[src/rtl/fsm_flow_ctrl_if.sv]
// Handshake/status bundle between the FIFO array controller and its environment.
// The master side drives requests and FIFO flags; the slave side (the FSM) returns thresholds and status.
interface fsm_flow_ctrl_if #(
   parameter int NUM_FIFOS = 5,
   parameter int TH_W      = 4
);
   logic                      init;
   logic                      err_clr;
   logic [NUM_FIFOS-1:0]      fifo_empty;
   logic [NUM_FIFOS-1:0]      fifo_error;
   logic [NUM_FIFOS*TH_W-1:0] af_th_in;
   logic [NUM_FIFOS*TH_W-1:0] ae_th_in;
   logic [NUM_FIFOS*TH_W-1:0] af_th_out;
   logic [NUM_FIFOS*TH_W-1:0] ae_th_out;
   logic [NUM_FIFOS-1:0]      error_out;
   logic                      cfg_err_out;
   logic                      idle_out;
   logic                      active_out;

   modport master (
      output init, err_clr, fifo_empty, fifo_error, af_th_in, ae_th_in,
      input  af_th_out, ae_th_out, error_out, cfg_err_out, idle_out, active_out
   );

   modport slave (
      input  init, err_clr, fifo_empty, fifo_error, af_th_in, ae_th_in,
      output af_th_out, ae_th_out, error_out, cfg_err_out, idle_out, active_out
   );
endinterface

[src/rtl/fsm_flow_ctrl.sv]
// Control FSM for the FIFO switching datapath: programs per-FIFO af/ae thresholds in INIT,
// tracks idle/active with an idle-hold debounce and keeps sticky per-FIFO errors until cleared.
module fsm_flow_ctrl #(
   parameter int NUM_FIFOS = 5,
   parameter int TH_W      = 4,
   parameter int IDLE_HOLD = 3,
   parameter int DEF_AF    = 12,
   parameter int DEF_AE    = 2
) (
   input  logic           clk,
   input  logic           reset,
   fsm_flow_ctrl_if.slave bus
);
   localparam int VEC_W = NUM_FIFOS * TH_W;
   localparam int CNT_W = $clog2(IDLE_HOLD + 1);
   localparam logic [CNT_W-1:0] CNT_LAST  = CNT_W'(IDLE_HOLD - 1);
   localparam logic [TH_W-1:0]  DEF_AF_TH = TH_W'(DEF_AF);
   localparam logic [TH_W-1:0]  DEF_AE_TH = TH_W'(DEF_AE);

   typedef enum logic [2:0] {
      ST_RESET  = 3'd0,
      ST_INIT   = 3'd1,
      ST_IDLE   = 3'd2,
      ST_ACTIVE = 3'd3,
      ST_ERROR  = 3'd4
   } state_t;

   // A threshold set is unusable if any FIFO's almost-empty level reaches its almost-full level.
   function automatic logic th_invalid(input logic [VEC_W-1:0] af, input logic [VEC_W-1:0] ae);
      logic bad;
      bad = 1'b0;
      for (int i = 0; i < NUM_FIFOS; i++) begin
         if (ae[i*TH_W +: TH_W] >= af[i*TH_W +: TH_W]) begin
            bad = 1'b1;
         end else begin
            bad = bad;
         end
      end
      return bad;
   endfunction

   state_t               state_q, state_d;
   logic [VEC_W-1:0]     af_th_q, af_th_d;
   logic [VEC_W-1:0]     ae_th_q, ae_th_d;
   logic [NUM_FIFOS-1:0] error_q, error_d;
   logic                 cfg_err_q, cfg_err_d;
   logic                 idle_q, idle_d;
   logic                 active_q, active_d;
   logic [CNT_W-1:0]     cnt_q, cnt_d;
   logic                 all_empty_s;
   logic                 any_err_s;

   assign all_empty_s = &bus.fifo_empty;
   assign any_err_s   = |bus.fifo_error;

   // Next-state, threshold, error and debounce-counter logic; status flags follow the next state.
   always_comb begin
      state_d   = state_q;
      af_th_d   = af_th_q;
      ae_th_d   = ae_th_q;
      error_d   = error_q;
      cfg_err_d = cfg_err_q;
      cnt_d     = {CNT_W{1'b0}};
      case (state_q)
         ST_RESET: begin
            state_d = ST_INIT;
         end
         ST_INIT: begin
            af_th_d = bus.af_th_in;
            ae_th_d = bus.ae_th_in;
            if (bus.init) begin
               state_d = ST_INIT;
            end else if (th_invalid(bus.af_th_in, bus.ae_th_in)) begin
               state_d   = ST_ERROR;
               cfg_err_d = 1'b1;
            end else begin
               state_d = ST_IDLE;
            end
         end
         ST_IDLE: begin
            if (any_err_s) begin
               state_d = ST_ERROR;
               error_d = bus.fifo_error;
            end else if (bus.init) begin
               state_d = ST_INIT;
            end else if (!all_empty_s) begin
               state_d = ST_ACTIVE;
            end else begin
               state_d = ST_IDLE;
            end
         end
         ST_ACTIVE: begin
            if (any_err_s) begin
               state_d = ST_ERROR;
               error_d = bus.fifo_error;
            end else if (bus.init) begin
               state_d = ST_INIT;
            end else if (all_empty_s) begin
               // Only a full run of IDLE_HOLD all-empty cycles drops back to IDLE.
               if (cnt_q == CNT_LAST) begin
                  state_d = ST_IDLE;
               end else begin
                  cnt_d = cnt_q + CNT_W'(1);
               end
            end else begin
               state_d = ST_ACTIVE;
            end
         end
         ST_ERROR: begin
            if (bus.err_clr) begin
               state_d   = ST_INIT;
               error_d   = {NUM_FIFOS{1'b0}};
               cfg_err_d = 1'b0;
            end else begin
               error_d = error_q | bus.fifo_error;
            end
         end
         default: begin
            state_d = ST_RESET;
         end
      endcase
      idle_d   = (state_d == ST_IDLE);
      active_d = (state_d == ST_ACTIVE);
   end

   // State and registered outputs; reset reloads the default thresholds.
   always_ff @(posedge clk) begin
      if (reset) begin
         state_q   <= ST_RESET;
         af_th_q   <= {NUM_FIFOS{DEF_AF_TH}};
         ae_th_q   <= {NUM_FIFOS{DEF_AE_TH}};
         error_q   <= {NUM_FIFOS{1'b0}};
         cfg_err_q <= 1'b0;
         idle_q    <= 1'b0;
         active_q  <= 1'b0;
         cnt_q     <= {CNT_W{1'b0}};
      end else begin
         state_q   <= state_d;
         af_th_q   <= af_th_d;
         ae_th_q   <= ae_th_d;
         error_q   <= error_d;
         cfg_err_q <= cfg_err_d;
         idle_q    <= idle_d;
         active_q  <= active_d;
         cnt_q     <= cnt_d;
      end
   end

   assign bus.af_th_out   = af_th_q;
   assign bus.ae_th_out   = ae_th_q;
   assign bus.error_out   = error_q;
   assign bus.cfg_err_out = cfg_err_q;
   assign bus.idle_out    = idle_q;
   assign bus.active_out  = active_q;
endmodule

[src/flat_wrapper.sv]
// flat-port wrapper written by rule: the top's interface ports become plain ports
module fsm_flow_ctrl_flat 
#(
   parameter int NUM_FIFOS = 5,
   parameter int TH_W      = 4,
   parameter int IDLE_HOLD = 3,
   parameter int DEF_AF    = 12,
   parameter int DEF_AE    = 2
)
  (clk, reset, bus_init, bus_err_clr, bus_fifo_empty, bus_fifo_error, bus_af_th_in, bus_ae_th_in, bus_af_th_out, bus_ae_th_out, bus_error_out, bus_cfg_err_out, bus_idle_out, bus_active_out);
  fsm_flow_ctrl_if #(.NUM_FIFOS(NUM_FIFOS), .TH_W(TH_W)) bus_i ();
  input  logic clk;
  input  logic reset;
  input wire logic [$bits(bus_i.init)-1:0] bus_init;
  input wire logic [$bits(bus_i.err_clr)-1:0] bus_err_clr;
  input wire logic [$bits(bus_i.fifo_empty)-1:0] bus_fifo_empty;
  input wire logic [$bits(bus_i.fifo_error)-1:0] bus_fifo_error;
  input wire logic [$bits(bus_i.af_th_in)-1:0] bus_af_th_in;
  input wire logic [$bits(bus_i.ae_th_in)-1:0] bus_ae_th_in;
  output wire logic [$bits(bus_i.af_th_out)-1:0] bus_af_th_out;
  output wire logic [$bits(bus_i.ae_th_out)-1:0] bus_ae_th_out;
  output wire logic [$bits(bus_i.error_out)-1:0] bus_error_out;
  output wire logic [$bits(bus_i.cfg_err_out)-1:0] bus_cfg_err_out;
  output wire logic [$bits(bus_i.idle_out)-1:0] bus_idle_out;
  output wire logic [$bits(bus_i.active_out)-1:0] bus_active_out;
  assign bus_i.init = bus_init;
  assign bus_i.err_clr = bus_err_clr;
  assign bus_i.fifo_empty = bus_fifo_empty;
  assign bus_i.fifo_error = bus_fifo_error;
  assign bus_i.af_th_in = bus_af_th_in;
  assign bus_i.ae_th_in = bus_ae_th_in;
  assign bus_af_th_out = bus_i.af_th_out;
  assign bus_ae_th_out = bus_i.ae_th_out;
  assign bus_error_out = bus_i.error_out;
  assign bus_cfg_err_out = bus_i.cfg_err_out;
  assign bus_idle_out = bus_i.idle_out;
  assign bus_active_out = bus_i.active_out;
  fsm_flow_ctrl #(.NUM_FIFOS(NUM_FIFOS), .TH_W(TH_W), .IDLE_HOLD(IDLE_HOLD), .DEF_AF(DEF_AF), .DEF_AE(DEF_AE)) u_core (.clk(clk), .reset(reset), .bus(bus_i));
endmodule
[config.mk]
export PLATFORM = sky130hd
export DESIGN_NAME = fsm_flow_ctrl_flat
export DESIGN_NICKNAME = d
export VERILOG_FILES = /design/src/rtl/fsm_flow_ctrl_if.sv /design/src/rtl/fsm_flow_ctrl.sv /design/src/flat_wrapper.sv
export SDC_FILE = /design/constraint.sdc
export NUM_CORES = 1
export LEC_CHECK = 0
export BUFFER_PORTS_ARGS = -buffer_cell sky130_fd_sc_hd__buf_4
export CAP_MARGIN = 5
export CORE_ASPECT_RATIO = 0.5
export CORE_MARGIN = 2
export CORE_UTILIZATION = 51
export CTS_CLUSTER_DIAMETER = 80
export DETAILED_ROUTE_END_ITERATION = 8
export PLACE_DENSITY = 0.85
export SLEW_MARGIN = 25
export SYNTH_ARGS = -nofsm -noshare
export SYNTH_HDL_FRONTEND = slang
export SYNTH_SLANG_ARGS = --single-unit
[constraint.sdc]
create_clock -name clk -period 3.05 [get_ports clk]
set_input_delay 0.1525 -clock clk [delete_from_list [all_inputs] [get_ports clk]]
set_output_delay 0.1525 -clock clk [all_outputs]
set_load 0.005 [all_outputs]
==> impl_results.md, run 1 <==
- Final clock period utilization by the worst path: 0.629
- R2r worst-path depth: 5
- # rows: 17
- Hold path start: bus_ae_th_in[13]
- DR vias: 2267
- Io pins: 102
- Distinct cells, synth: 32
- Hold Vio Cnt, Final: 0
- Clock Tree Root: clkbuf_8
- Post-Syn Nets: 362
- Register area share after synthesis: 0.441
- GP Congestion: 0.809
- Worst-skew pair later-pin latency: 0.30 ns
- Compound-gate portion of the synthesized area: 0.174
- Detailed Route WL: 5980 um
- Yosys warnings: 0
- Max Buffers Root-to-Sink: 2
- Crit path required time: 3.28 ns
- Largest family of logic cells by synthesized area: simple AND/OR/NAND/NOR gates
- Pwr per Cell Area: 453 nW/um2
- PortBufs: 101
- Crit path capture type: flop
- Post-Synth Adder-Cell Area: 0.109
- All-Layer GR Usage: 0.232
- DIE AREA: 5310 um2
- Total CTS buffers: 5
- Max-slew headroom: 0.346
- Ant. Diodes: 0
- Mean Syn Cell Area: 8.37 um2
- Worst VDD drop: 0.199 mV
- Final Instance Area: 3280 um2
- Seq cells post-synth: 53
- Crit-path max FO: 31
- DRC: 0
- Final Power: 1490 uW
- Min Tclk post-route: 1.92 ns
- Least-Margin Pin Slew: 0.978 ns
- CP Launch Type: flop
- P_leak: 0.00159 uW
- Area post-placement: 3200 um2
- Clock transition at path regs: 0.09 ns
- Hold Crit Class: in2reg
- Worst Setup EP: u_core.bus.ae_th_out[18]
- Synth Area in Simple Gates: 0.217
- Cts repair resizes: 0
- H-tree depth: 2
- Detailed Place HPWL: 4700 um
- Die Wd: 101 um
- Multiplexer share of the synthesized area: 0
- Post-Layout Cell Count: 440
- Critical path's largest stage delay: 0.72 ns
- Antenna Nets Post-Route: 0
- Final max-slew violation count: 0
- FF-to-FF setup slack: 1.13 ns
- Starting Density: 0.538
- CTS tree: done
- Max_cap viols: 0
- RSZ-0062 raised after global routing: false
- Placed insts: 433
- Setup TNS: 0 ns
- First-pass detailed-route iteration total: 4
- Max Clk Rate: 521 MHz
- CP startpoint: u_core.state_q[2]
- Crit path arrival time: 2.15 ns
- P&R area growth vs syn: 36.5%
- Layout cells sized above 1: 0.313
- Nets: 458
- Reg2reg start: u_core.state_q[2]
- Outcome: finished, final reports clean
- Clock skew: 0.00318 ns
- Number of global-route vias before repair: 2128
- WL per Instance: 13.6 um
- Worst flop-to-flop path endpoint: u_core.bus.ae_th_out[18]
- Crit path top cell by count: nand2_1
- Worst setup margin: 1.13 ns
- Drt first-iter violations: 90
- Post-CTS Hold Fix Bufs: 0
- Syn Std Cell Area: 2400 um2
- Drt via density: 5.15
- Dpl ws: 1.16 ns
- XOR/XNOR share of the synthesized area: 0
- Initial antenna violation count: 0
- Kind of critical path: reg2reg
- # setup viols final: 0
- Post-CTS setup repair buffer count: 0
- Die H: 52.5 um
- Slowest cell on crit path: nand2_1
- Mapped Cells: 287
- Clk sink count: 53
- Cell Chain, Critical Path: nor2_1, nand2_1, buf_4, nand2_1, a21oi_1
- Core area: 4470 um2
- Total grt overflow: 0
- First-pass GRT wire length: 9520 um
- Largest net degree at the start of global routing: 46
routing by layer:
metal	part of all wire	vias up	global-route usage	wire, um
li1	-	1148	-	-
met1	0.43	1041	0.286	2580
met2	0.50	74	0.417	3020
met3	0.057	4	0.0507	341
met4	0.0060	0	0.0631	36
met5	0	-	0	0
sequential cells by signal (all words and copies together), names as in the netlist:
signal,flops
u_core.bus.af_th_out,20
u_core.bus.ae_th_out,20
u_core.state_q,3
u_core.bus.idle_out,1
u_core.cnt_q,2
u_core.bus.active_out,1
u_core.bus.cfg_err_out,1
u_core.bus.error_out,5
how the worst min path moves through the flow:
stage          cells past startpoint                       end
6_report                           3  u_core.bus.ae_th_out[13]
5_1_grt                            3   u_core.bus.ae_th_out[1]
4_1_cts                            3  u_core.bus.ae_th_out[13]
3_5_place_dp                       3   u_core.bus.ae_th_out[1]
3_3_place_gp                       3  u_core.bus.ae_th_out[13]
2_1_floorplan                      2  u_core.bus.ae_th_out[13]
final cells by class:
cell class / count / area (um2)
clock buffers: 7 / 86.3
well taps: 57 / 71.3
inverters: 23 / 86.3
flip-flops and latches: 53 / 1060
fillers: 328 / 1180
repair buffers: 103 / 773
multi-input cells: 197 / 1200
cells in the final DEF (no fill, tap or decap), types with 2 or more instances in the layout:
| cell type | n |
|---|---|
| o21ai_0 | 2 |
| a211oi_2 | 2 |
| or4_4 | 2 |
| a21oi_1 | 31 |
| and2_1 | 2 |
| a22oi_1 | 6 |
| nand2b_1 | 5 |
| a211o_1 | 10 |
| o22ai_1 | 2 |
| nor2_1 | 22 |
| clkbuf_8 | 6 |
| dfxtp_1 | 53 |
| a21oi_2 | 2 |
| ha_1 | 21 |
| nand3b_1 | 5 |
| nand2_1 | 70 |
| nand2b_4 | 2 |
| inv_1 | 23 |
| buf_4 | 103 |
power by group:
part	switching, uW	total [uW]	internal, uW
Clock	209	389	180
Combinational	156	327	172
Sequential	29.2	771	742
synth_stat cells:
cell type	count	area share
a31o_2	1	0.0036
nand3b_1	5	0.016
a221oi_1	1	0.0036
buf_1	4	0.0062
dfxtp_1	53	0.44
a21oi_1	31	0.065
nor2b_1	1	0.0026
and4b_1	1	0.0042
clkbuf_1	10	0.016
nand3_1	1	0.0021
a211oi_2	2	0.010
a211oi_1	1	0.0031
nand2b_4	2	0.011
nand2_1	70	0.11
a21oi_2	2	0.0073
ha_1	21	0.11
o21ai_0	2	0.0042
nor3_1	1	0.0021
o22ai_1	2	0.0052
o2111ai_1	1	0.0036
inv_1	23	0.036
nor2_1	22	0.034
and2_1	2	0.0052
a22oi_1	6	0.019
nand2b_1	5	0.013
o21ai_4	1	0.0068
a211o_1	10	0.036
or4_4	2	0.0094
o311ai_0	1	0.0036
o21a_1	1	0.0031
nand4_1	1	0.0026
nor3b_2	1	0.0052
worst max-delay path, delay by kind of cell (launching register included):
family	cells	cell delay, ns
compound gates	1	0.14
buf+inv	1	0.38
flops	1	0.42
simple gates	3	0.90
stage by stage:
step,hold WS [ns],util
6_report,0.0710,0.735
5_1_grt,0.0730,0.735
4_1_cts,0.0634,0.735
3_5_place_dp,0.384,0.715
3_3_place_gp,0.378,0.715
2_1_floorplan,0.274,-
cell families after synthesis:
family / count (synthesis)
DFF: 53
adders and majority gates: 21
AOI/OAI and AO/OA: 62
and+or+nand+nor: 114
buffers and inverters: 37
Note: power is estimated with default switching activity, not from simulation.
==> run 2: changes to the inputs <==
- ABC_AREA: unset -> 1
- CORE_UTILIZATION: 51 -> 47
- PLACE_DENSITY: 0.85 -> 0.79
- clock period: 3.05 -> 1.92 ns (I/O delays scaled with it)
==> impl_results.md, run 2 <==
- Outcome: finished, final reports clean
- Number of global-route vias before repair: 2138
- Kind of critical path: reg2reg
- CP Launch Type: flop
- Clock skew: 0.00522 ns
- RSZ-0062 raised after global routing: false
- Post-Syn Nets: 399
- Detailed Route WL: 5980 um
- Cts repair resizes: 0
- Mean Syn Cell Area: 7.43 um2
- Area post-placement: 3220 um2
- Clk sink count: 53
- FF-to-FF setup slack: 0.45 ns
- Drt via density: 4.73
- First-pass GRT wire length: 9250 um
- Crit path arrival time: 1.70 ns
- Async S/R FF share, synth: 0
- First-pass detailed-route iteration total: 4
- # rows: 18
- Largest net degree at the start of global routing: 43
- Max Buffers Root-to-Sink: 2
- Final Power: 2500 uW
- Worst VDD drop: 0.404 mV
- Most common cell in the synthesized netlist: dfxtp_1
- Die Wd: 105 um
- Setup TNS: 0 ns
- P&R area growth vs syn: 37.2%
- Post-Layout Cell Count: 492
- Nets: 497
- Hold Vio Cnt, Final: 0
- Post-CTS setup repair buffer count: 0
- Mapped Cells: 324
- Ant. Diodes: 0
- Die H: 54.6 um
- Commonest non-fill, non-tap cells in the layout: 103 x buf_4, 53 x dfxtp_1, 51 x nand2_1, 51 x nor2_1, 46 x inv_1
- Register Area: 1060 um2
- Area of the multi-input gates: 1110 um2
- WL per Instance: 12.2 um
- Initial antenna violation count: 0
- Sequential power share: 0.509
- Placed insts: 485
- Drt first-iter violations: 80
- Clock transition at path regs: 0.09 ns
- CTS tree: done
- Detailed Place HPWL: 4560 um
- Seq cells post-synth: 53
- Total CTS buffers: 5
- PortBufs: 101
- Distinct cells, synth: 23
- Worst-skew pair later-pin latency: 0.29 ns
- Least-Margin Pin Slew: 0.707 ns
- DR vias: 2327
- DRC: 0
- Max_cap viols: 0
- # setup viols final: 0
- Clock power share: 0.249
- DIE AREA: 5740 um2
- Total grt overflow: 0
- GP Congestion: 0.824
- P_leak: 0.00175 uW
- Dominant synthesized flop cell: dfxtp_1
- Max Clk Rate: 681 MHz
- Starting Density: 0.488
- Layout cells sized above 1: 0.273
- Crit path required time: 2.16 ns
- Gate power share: 0.242
- Clock Tree Root: clkbuf_8
- Commonest non-fill, non-tap cell in the layout: buf_4
- NetSw: 699 uW
- H-tree depth: 2
- Register area share after synthesis: 0.441
- Yosys warnings: 0
- All-Layer GR Usage: 0.206
- Io pins: 102
- EDFF count, synth: 0
- Top cell type's share of synthesized area: 0.441
- Syn Std Cell Area: 2410 um2
- Layout fillers: 424
- Min Tclk post-route: 1.47 ns
- Hold Crit Class: in2reg
- Core area: 4930 um2
- Leading area contributor after synthesis: dfxtp_1
- Final Instance Area: 3300 um2
- Max-slew headroom: 0.528
- Final max-slew violation count: 0
- Final clock period utilization by the worst path: 0.765
- Internal power: 1800 uW
- Switching share of power: 0.279
- Crit path capture type: flop
- Crit-path max FO: 42
- Most frequent cells after synthesis: 53 x dfxtp_1, 51 x nand2_1, 51 x nor2_1
- Post-CTS Hold Fix Bufs: 0
- Pwr per Cell Area: 757 nW/um2
- Antenna Nets Post-Route: 0
- Synth area leaders: dfxtp_1 44%, ha_1 11%, nand2_1 8.0%
==> run 2: cell count changes after synthesis, sizes merged, moves of 10 or more <==
cell	previous run	this run
inv	23	49
nand2	70	52
nor2	22	52
o21ai	3	39
a211o	10	0
==> run 2: cell type report <==
cell class / count / area share
clock buffer: 7 / 0.0261
inverter: 49 / 0.0557
tap: 70 / 0.0265
sequential: 53 / 0.321
timing repair buffer: 103 / 0.234
multi-input combinational: 210 / 0.336
==> run 2: power groups by stage <==
stage | Clock, uW | Combinational (uW) | Sequential (uW)
after floorplan | 0 | 278 | 1300
after global placement | 0 | 593 | 1290
after detailed placement | 0 | 607 | 1300
after CTS | 642 | 611 | 1270
after global routing | 695 | 680 | 1280
final | 624 | 605 | 1270
==> run 2: cell families after synthesis <==
logic type | Yosys count | share of synthesized area
compound gates | 68 | 0.147
fa+ha+maj | 21 | 0.109
buf+inv | 61 | 0.0977
flops | 53 | 0.441
simple gates | 121 | 0.206
==> run 2: path summary, 6_finish.rpt <==
check,start,to,cells after the start
worst max-delay path,u_core.state_q[0],u_core.bus.active_out,9
worst max register to register,u_core.state_q[0],u_core.bus.active_out,9
worst min register to register,u_core.cnt_q[0],u_core.cnt_q[0],1
worst min-delay path,bus_ae_th_in[1],u_core.bus.ae_th_out[1],3
==> run 2: worst max-delay path, cell delays in order, from the launching register on <==
cell	delay, ns
dfxtp_1	0.34
inv_1	0.08
nor3_4	0.15
buf_4	0.37
nand2_1	0.09
nand2_1	0.07
a21oi_1	0.05
nand2_1	0.06
nand2_1	0.06
nor2_1	0.12
==> run 2: metal layers <==
layer / global-route usage / wire, um / part of all wire / vias to the layer above
li1: - / - / - / 1227
met2: 0.387 / 2970 / 0.50 / 45
met5: 0 / 0 / 0 / -
met3: 0.0500 / 262 / 0.044 / 2
met1: 0.245 / 2720 / 0.45 / 1053
met4: 0.0533 / 27 / 0.0045 / 0
==> run 2: through the flow <==
step	hold WS (ns)	worst slack, ns	util
2_1_floorplan	0.201	0.754	-
3_5_place_dp	0.325	0.446	0.652
6_report	0.0191	0.451	0.670
5_1_grt	0.00403	0.312	0.670
4_1_cts	0.0126	0.414	0.670
3_3_place_gp	0.320	0.521	0.652
